`config.mk`:
```
export PLATFORM = sky130hd
export DESIGN_NAME = imem_loader
export DESIGN_NICKNAME = d
export VERILOG_FILES = /design/src/rtl/imem_loader.sv
export SDC_FILE = /design/constraint.sdc
export NUM_CORES = 1
export LEC_CHECK = 0
export CAP_MARGIN = 20
export CORE_ASPECT_RATIO = 1.4
export CORE_MARGIN = 8
export CORE_UTILIZATION = 56
export DETAILED_ROUTE_END_ITERATION = 6
export PLACE_DENSITY = 0.81
export SETUP_SLACK_MARGIN = 0.02
export SLEW_MARGIN = 20
export SYNTH_ARGS = -nofsm -noshare
export SYNTH_HDL_FRONTEND = slang
export SYNTH_SLANG_ARGS = --single-unit
```
`constraint.sdc`:
```
create_clock -name i_clk -period 7.4 [get_ports i_clk]
set_input_delay 1.48 -clock i_clk [delete_from_list [all_inputs] [get_ports i_clk]]
set_output_delay 1.48 -clock i_clk [all_outputs]
set_load 0.02 [all_outputs]
```
`src/rtl/imem_loader.sv`:
```
// imem_loader: writer side of the instruction memory.
// Accepts a byte stream (header, big-endian payload words, XOR checksum)
// over valid/ready and writes each word to consecutive word addresses from 0.
// The CPU is held in reset (o_cpu_hold) until a load ends with a good checksum.
//
// Latency: one cycle per accepted byte plus one WRITE cycle per word, so at
//   least 5 cycles per word. o_wr_en rises the cycle after the 4th byte of a
//   word is accepted.
// Backpressure: o_in_ready is low in IDLE/DONE/ERR and during the WRITE cycle.
//   A stalled source (i_in_valid low) leaves the partial word untouched, with
//   no timeout.
//
// Ports:
//   i_clk, i_rst     rising-edge clock, asynchronous active-high reset
//   i_start          one-cycle pulse that starts a load (ignored while busy)
//   i_in_valid       source byte handshake: valid
//   i_in_data        source byte
//   o_in_ready       source byte handshake: ready
//   o_wr_en          memory write strobe, one cycle per word
//   o_wr_addr        word address for the write
//   o_wr_data        assembled word
//   o_busy           load in progress
//   o_done           sticky: last load succeeded
//   o_error          sticky: last load had a checksum mismatch
//   o_cpu_hold       CPU reset request
//   o_word_count     words written in the current/last load
module imem_loader #(
  parameter int ADDR_W        = 8,
  parameter int DATA_W        = 32,
  parameter bit HOLD_AT_RESET = 1'b1
) (
  input  logic              i_clk,
  input  logic              i_rst,
  input  logic              i_start,
  input  logic              i_in_valid,
  input  logic [7:0]        i_in_data,
  output logic              o_in_ready,
  output logic              o_wr_en,
  output logic [ADDR_W-1:0] o_wr_addr,
  output logic [DATA_W-1:0] o_wr_data,
  output logic              o_busy,
  output logic              o_done,
  output logic              o_error,
  output logic              o_cpu_hold,
  output logic [ADDR_W:0]   o_word_count
);

  // Word count needs one extra bit so a full 256-word load reads back as 256.
  localparam int CW = ADDR_W + 1;

  typedef enum logic [2:0] {
    S_IDLE,
    S_HDR,
    S_PAYLOAD,
    S_WRITE,
    S_CHK,
    S_DONE,
    S_ERR
  } state_t;

  state_t              r_state;
  logic [7:0]          r_hdr;    // word total minus one
  logic [DATA_W-1:0]   r_word;   // partial word, newest byte in the LSBs
  logic [7:0]          r_acc;    // running XOR of payload bytes
  logic [1:0]          r_idx;    // byte position within the current word

  logic                w_accept;
  logic [DATA_W-1:0]   w_word_next;
  logic [CW-1:0]       w_next_count;
  logic [CW-1:0]       w_total;
  logic [ADDR_W-1:0]   w_next_addr;

  assign w_accept     = i_in_valid && o_in_ready;
  assign w_word_next  = {r_word[DATA_W-9:0], i_in_data};
  assign w_next_count = o_word_count + {{(CW-1){1'b0}}, 1'b1};
  // Header H encodes H+1 words, so 0xFF means 256 words.
  assign w_total      = {{(CW-8){1'b0}}, r_hdr} + {{(CW-1){1'b0}}, 1'b1};
  // Natural wrap: the address after the 256th word returns to 0.
  assign w_next_addr  = o_wr_addr + {{(ADDR_W-1){1'b0}}, 1'b1};

  always_ff @(posedge i_clk or posedge i_rst) begin
    if (i_rst) begin
      r_state      <= S_IDLE;
      r_hdr        <= '0;
      r_word       <= '0;
      r_acc        <= '0;
      r_idx        <= '0;
      o_in_ready   <= 1'b0;
      o_wr_en      <= 1'b0;
      o_wr_addr    <= '0;
      o_wr_data    <= '0;
      o_busy       <= 1'b0;
      o_done       <= 1'b0;
      o_error      <= 1'b0;
      o_cpu_hold   <= HOLD_AT_RESET;
      o_word_count <= '0;
    end else begin
      case (r_state)
        // Idle and both terminal states behave the same way on start: the
        // sticky flags are only cleared when a new load begins.
        S_IDLE, S_DONE, S_ERR: begin
          if (i_start) begin
            r_state      <= S_HDR;
            r_acc        <= '0;
            r_idx        <= '0;
            o_in_ready   <= 1'b1;
            o_wr_addr    <= '0;
            o_busy       <= 1'b1;
            o_done       <= 1'b0;
            o_error      <= 1'b0;
            o_cpu_hold   <= 1'b1;
            o_word_count <= '0;
          end
        end

        S_HDR: begin
          if (w_accept) begin
            r_hdr   <= i_in_data;
            r_state <= S_PAYLOAD;
          end
        end

        S_PAYLOAD: begin
          if (w_accept) begin
            r_word <= w_word_next;
            r_acc  <= r_acc ^ i_in_data;
            r_idx  <= r_idx + 2'd1;
            if (r_idx == 2'd3) begin
              // Present the finished word for exactly one cycle; ready drops
              // so no byte can slip in during the write.
              o_wr_data  <= w_word_next;
              o_wr_en    <= 1'b1;
              o_in_ready <= 1'b0;
              r_state    <= S_WRITE;
            end
          end
        end

        S_WRITE: begin
          o_wr_en      <= 1'b0;
          o_in_ready   <= 1'b1;
          o_word_count <= w_next_count;
          o_wr_addr    <= w_next_addr;
          if (w_next_count == w_total) begin
            r_state <= S_CHK;
          end else begin
            r_state <= S_PAYLOAD;
          end
        end

        // Start is deliberately not looked at here, so a start pulse that
        // lands on the checksum cycle is dropped.
        S_CHK: begin
          if (w_accept) begin
            o_in_ready <= 1'b0;
            o_busy     <= 1'b0;
            if (i_in_data == r_acc) begin
              o_done     <= 1'b1;
              o_cpu_hold <= 1'b0;
              r_state    <= S_DONE;
            end else begin
              // Words already written stay in memory; the flag reports it.
              o_error <= 1'b1;
              r_state <= S_ERR;
            end
          end
        end

        default: begin
          r_state    <= S_IDLE;
          o_in_ready <= 1'b0;
          o_wr_en    <= 1'b0;
        end
      endcase
    end
  end

endmodule
```
=== Word-level counts from Yosys, hierarchy flattened ===
Cells that the tools add are included.
Widths: inputs -> output; s select.

* Register bits: 100
* Input port bits: 12
* Output and inout port bits: 55
* Word-level logic and storage cells: 91

* $add $sub $neg: 4
* Eq/ne operators: 16
* Multiplexer cells: 36
* Bitwise gates (word level): 3
* Reductions and logical operators: 18

{| class="wikitable"
|+ Operators by type and width
! cell !! number
|-
| $pmux 8 s2 || 2
|-
| $mux 3 || 6
|-
| $pmux 9 s2 || 1
|-
| $mux 8 || 2
|-
| $pmux 3 s5 || 1
|-
| $ne 2x2->1 const B || 7
|-
| $mux 1 || 13
|-
| $reduce_and 3->1 || 4
|-
| $pmux 1 s2 || 5
|-
| $reduce_and 5->1 || 2
|-
| $add 8x1->9 const B || 1
|-
| $add 9x1->9 const B || 1
|-
| $eq 3x3->1 const B || 3
|-
| $eq 9x9->1 || 1
|-
| $mux 9 || 1
|-
| $add 8x1->8 const B || 1
|-
| $eq 8x8->1 || 1
|-
| $reduce_and 4->1 || 2
|-
| $xor 8x8->8 || 1
|-
| $eq 3x2->1 const B || 2
|-
| $mux 2 || 3
|-
| $reduce_and 2->1 || 3
|-
| $reduce_bool 2->1 || 3
|-
| $pmux 1 s5 || 1
|-
| other kinds (9) || 10
|}

=== Longest topological paths before layout ===
* Word-level depth: 4
* Gate-level depth with buffers: 7
* Gate-level depth less buffers: 7

=== Worst setup path before layout ===
Ideal clock, no wire load.

* Path kind: input-to-reg
* Start: input i_in_valid
* End: register o_wr_data[0]
* Setup time: 0.127 ns
* Data arrival time: 2.616 ns
* Required time: 7.273 ns
* Slack: 4.657 ns
* Cell stages on the path: 6
* Path buffers: 2
* Path through: nand2_1 -> nor4_4 -> and2_1 -> buf_4 -> buf_8 -> mux2_1

* Cells in the longest elaborated chain, start to end: 2

{| class="wikitable"
|+ Ends and longest elaborated chain
! item !! line !! text
|-
| from (decl) || 35 || <nowiki>input logic i_in_valid,</nowiki>
|-
| $logic_and 1x1->1 || 73 || <nowiki>assign w_accept = i_in_valid && o_in_ready;</nowiki>
|-
| $reduce_and 3->1 (no line) || n/a ||
|-
| to (signal assigned) || 131 || <nowiki>o_wr_data <= w_word_next;</nowiki>
|-
| to (decl) || 40 || <nowiki>output logic [DATA_W-1:0] o_wr_data,</nowiki>
|}

Every way passes these cells.
A chain may end at the register's enable or synchronous reset.

=== Worst setup path after layout ===
* Start: input i_in_valid
* End: register o_wr_data[20]

The elaborated chain is that of the path after synthesis.

==> flow_summary.ini <==
[setup_path]
crit_type = primary input to flip-flop
worst_setup_path_start_kind = primary input
r2r-start = r_state[1]
worstRegToRegCells = 6
endpoint_kind = flip-flop
required_ns = 7.63
cp_data_arrival_time_ns = 3.75
r2r_slack_ns = 4.75
cp_max_fo = 27
r2r-end = o_wr_data[20]

[timing]
fmax_ghz = 0.284
rsz0062_at_grt = false
fin_crit_sh = 0.476
setup_tns_ns = 0
drv_slew = 0
fin_skew_ns = 0.00424
setup_slack_ns = 3.88
setup_viol = 0
hold_viol_final = 0
tightest_slew_ns = 0.874
period_needed_ns = 3.52
maxSlewHeadroom = 0.417

[clock_tree]
cts.path.max_buffers = 2
worstSkewPairLatency_ns = 0.34
cts_inserted_buffers = 9
cts_hold_buf = 0
cts_max_level = 3
cts_resized = 0
cts_root_buf = clkbuf_16
cts_tree = built
post-cts-setup-buffers = 0
clock_sinks = 100
clkTransAtPathRegs_ns = 0.07

[route]
drcViolationCount = 0
ant_nets = 0
vias = 3606
routed_wl_um = 10600
viasPerCell = 5.84
drtPass1Iterations = 5
initialDrtViolationCount = 209
post_drt_wl_per_cell_um = 17.1

[status]
outcome = finished, final reports clean

[synth]
ys_seq_elements = 100
ys.flop_type = dfrtp_1
syn_inst = 448
synth_area_per_cell_um2 = 10.4
synth_seq_area_share = 0.539
synth_cell_types = 42
synth_area_um2 = 4650
syn_nets = 464
synth_top_area_cell = dfrtp_1
synth-edff-count = 0
async_flop_share = 1.00
synth_top_area_frac = 0.533
ys_top_cells_by_area = dfrtp_1, nand2_1, mux2_1, o21ai_0, xnor2_1
yosysWarnings = 0

[placed_design]
pre_cts_ws_ns = 3.54
hpwl_um = 7430
place.gp.congestion = 0.842
io_buffers = 66

[final_layout]
area_growth_pct = 21.6
mostFrequentLayoutCells = nand2_1, dfrtp_1, clkdlybuf4s50_1, o21ai_0, mux2_1
diodes = 0
nets = 527
drive_gt1_frac = 0.0699
fin_util = 0.698

[worst_hold_path]
holdPathEnd = o_wr_data[4]
whs_path_depth = 1
hold_class = flip-flop to flip-flop
hold_start = o_wr_data[4]

[power_and_ir_drop]
powerDensity_nw_per_um2 = 377
vdd_drop_max_v = 0.000209
leakage_nw = 2.70

[die]
std_cell_rows = 39
dieArea_um2 = 11500
floorplan.initialDensity = 0.574
dieHeight_um = 124
core_um2 = 8100
die_x_um = 93
top_level_ports = 67

[global_route]
grt_usage = 0.195
grt_pass1_wl_um = 17800
grt_max_degree = 74
grt_pass1_vias = 3604
antenna_found_initial = 0
overflow = 0

[job]
maxCapViolations = 0
report_power, final:
| part | switching [mW] | internal, mW | leakage, nW |
|---|---|---|---|
| logic | 0.404 | 0.347 | 1.24 |
| registers | 0.183 | 0.727 | 1.32 |
| clock network | 0.209 | 0.264 | 0.136 |
| total | 0.796 | 1.34 | 2.70 |
worst max-delay path by stage:
| stage | startpoint | endpoint | slack (ns) | depth (start not counted) |
|---|---|---|---|---|
| 2_1_floorplan | i_rst | o_busy | 3.30 | 1 |
| 3_3_place_gp | i_in_valid | o_wr_data[19] | 3.59 | 7 |
| 3_5_place_dp | i_in_valid | o_wr_data[19] | 3.54 | 7 |
| 4_1_cts | i_in_valid | o_wr_data[19] | 3.88 | 7 |
| 5_1_grt | i_in_valid | o_wr_data[0] | 3.73 | 7 |
| 6_report | i_in_valid | o_wr_data[20] | 3.88 | 7 |
synthesized netlist by cell type, types with 4 or more instances:
| cell | n |
|---|---|
| a21o_1 | 9 |
| dfrtp_1 | 99 |
| and3_1 | 4 |
| xnor2_1 | 14 |
| nand2_1 | 99 |
| nand3_1 | 23 |
| a21oi_1 | 13 |
| ha_1 | 4 |
| xor2_1 | 9 |
| clkbuf_1 | 8 |
| o21ai_0 | 37 |
| nand4_1 | 7 |
| mux2_2 | 10 |
| nor2_1 | 23 |
| mux2_1 | 30 |
| buf_2 | 6 |
| nor3_1 | 8 |
layout make-up:
type	instances	area, µm²
Multi-Input combinational cell	324	2010
Timing Repair Buffer	71	698
Clock buffer	9	225
Clock inverter	6	72.6
Inverter	5	21.3
Fill cell	628	2450
Tap cell	102	128
Sequential cell	100	2500
registers in the layout (all words and copies together) (netlist names), 2 cells and up:
| name | flops |
|---|---|
| o_word_count | 9 |
| o_wr_addr | 8 |
| o_wr_data | 32 |
| r_acc | 8 |
| r_hdr | 8 |
| r_idx | 2 |
| r_state | 3 |
| r_word | 24 |
critical path, stage by stage:
cell             delay [ns]
clkdlybuf4s50_1        0.51
nand2_1                0.15
nor4_4                 0.16
buf_4                  0.32
and2_1                 0.32
buf_4                  0.40
mux2_2                 0.38
logic make-up after synthesis:
| logic type | synth area share |
|---|---|
| and+or+nand+nor | 0.167 |
| muxes | 0.101 |
| xor gates and xnor gates | 0.0530 |
| buffers and inverters | 0.0299 |
| adders and majority gates | 0.0129 |
| DFF | 0.539 |
| AOI/OAI and AO/OA | 0.0974 |
through the flow:
step	hold slack [ns]	total power [mW]	area (µm²)	instances
2_1_floorplan	0.442	1.38	4650	448
6_report	0.486	2.13	5650	617
5_1_grt	0.507	2.27	5650	617
4_1_cts	0.490	2.14	5650	617
3_5_place_dp	0.472	1.67	5360	602
3_3_place_gp	0.455	1.63	5360	602
per-layer routing:
| layer | wire length, µm | vias up | part of all wire | global-route usage |
|---|---|---|---|---|
| met1 | 4370 | 1760 | 0.41 | 0.234 |
| met4 | 306 | 0 | 0.029 | 0.118 |
| met5 | 0 | - | 0 | 0 |
| met2 | 5290 | 143 | 0.50 | 0.323 |
| met3 | 608 | 26 | 0.057 | 0.0326 |
| li1 | - | 1677 | - | - |
No activity file was read; power rests on OpenSTA's default activity.
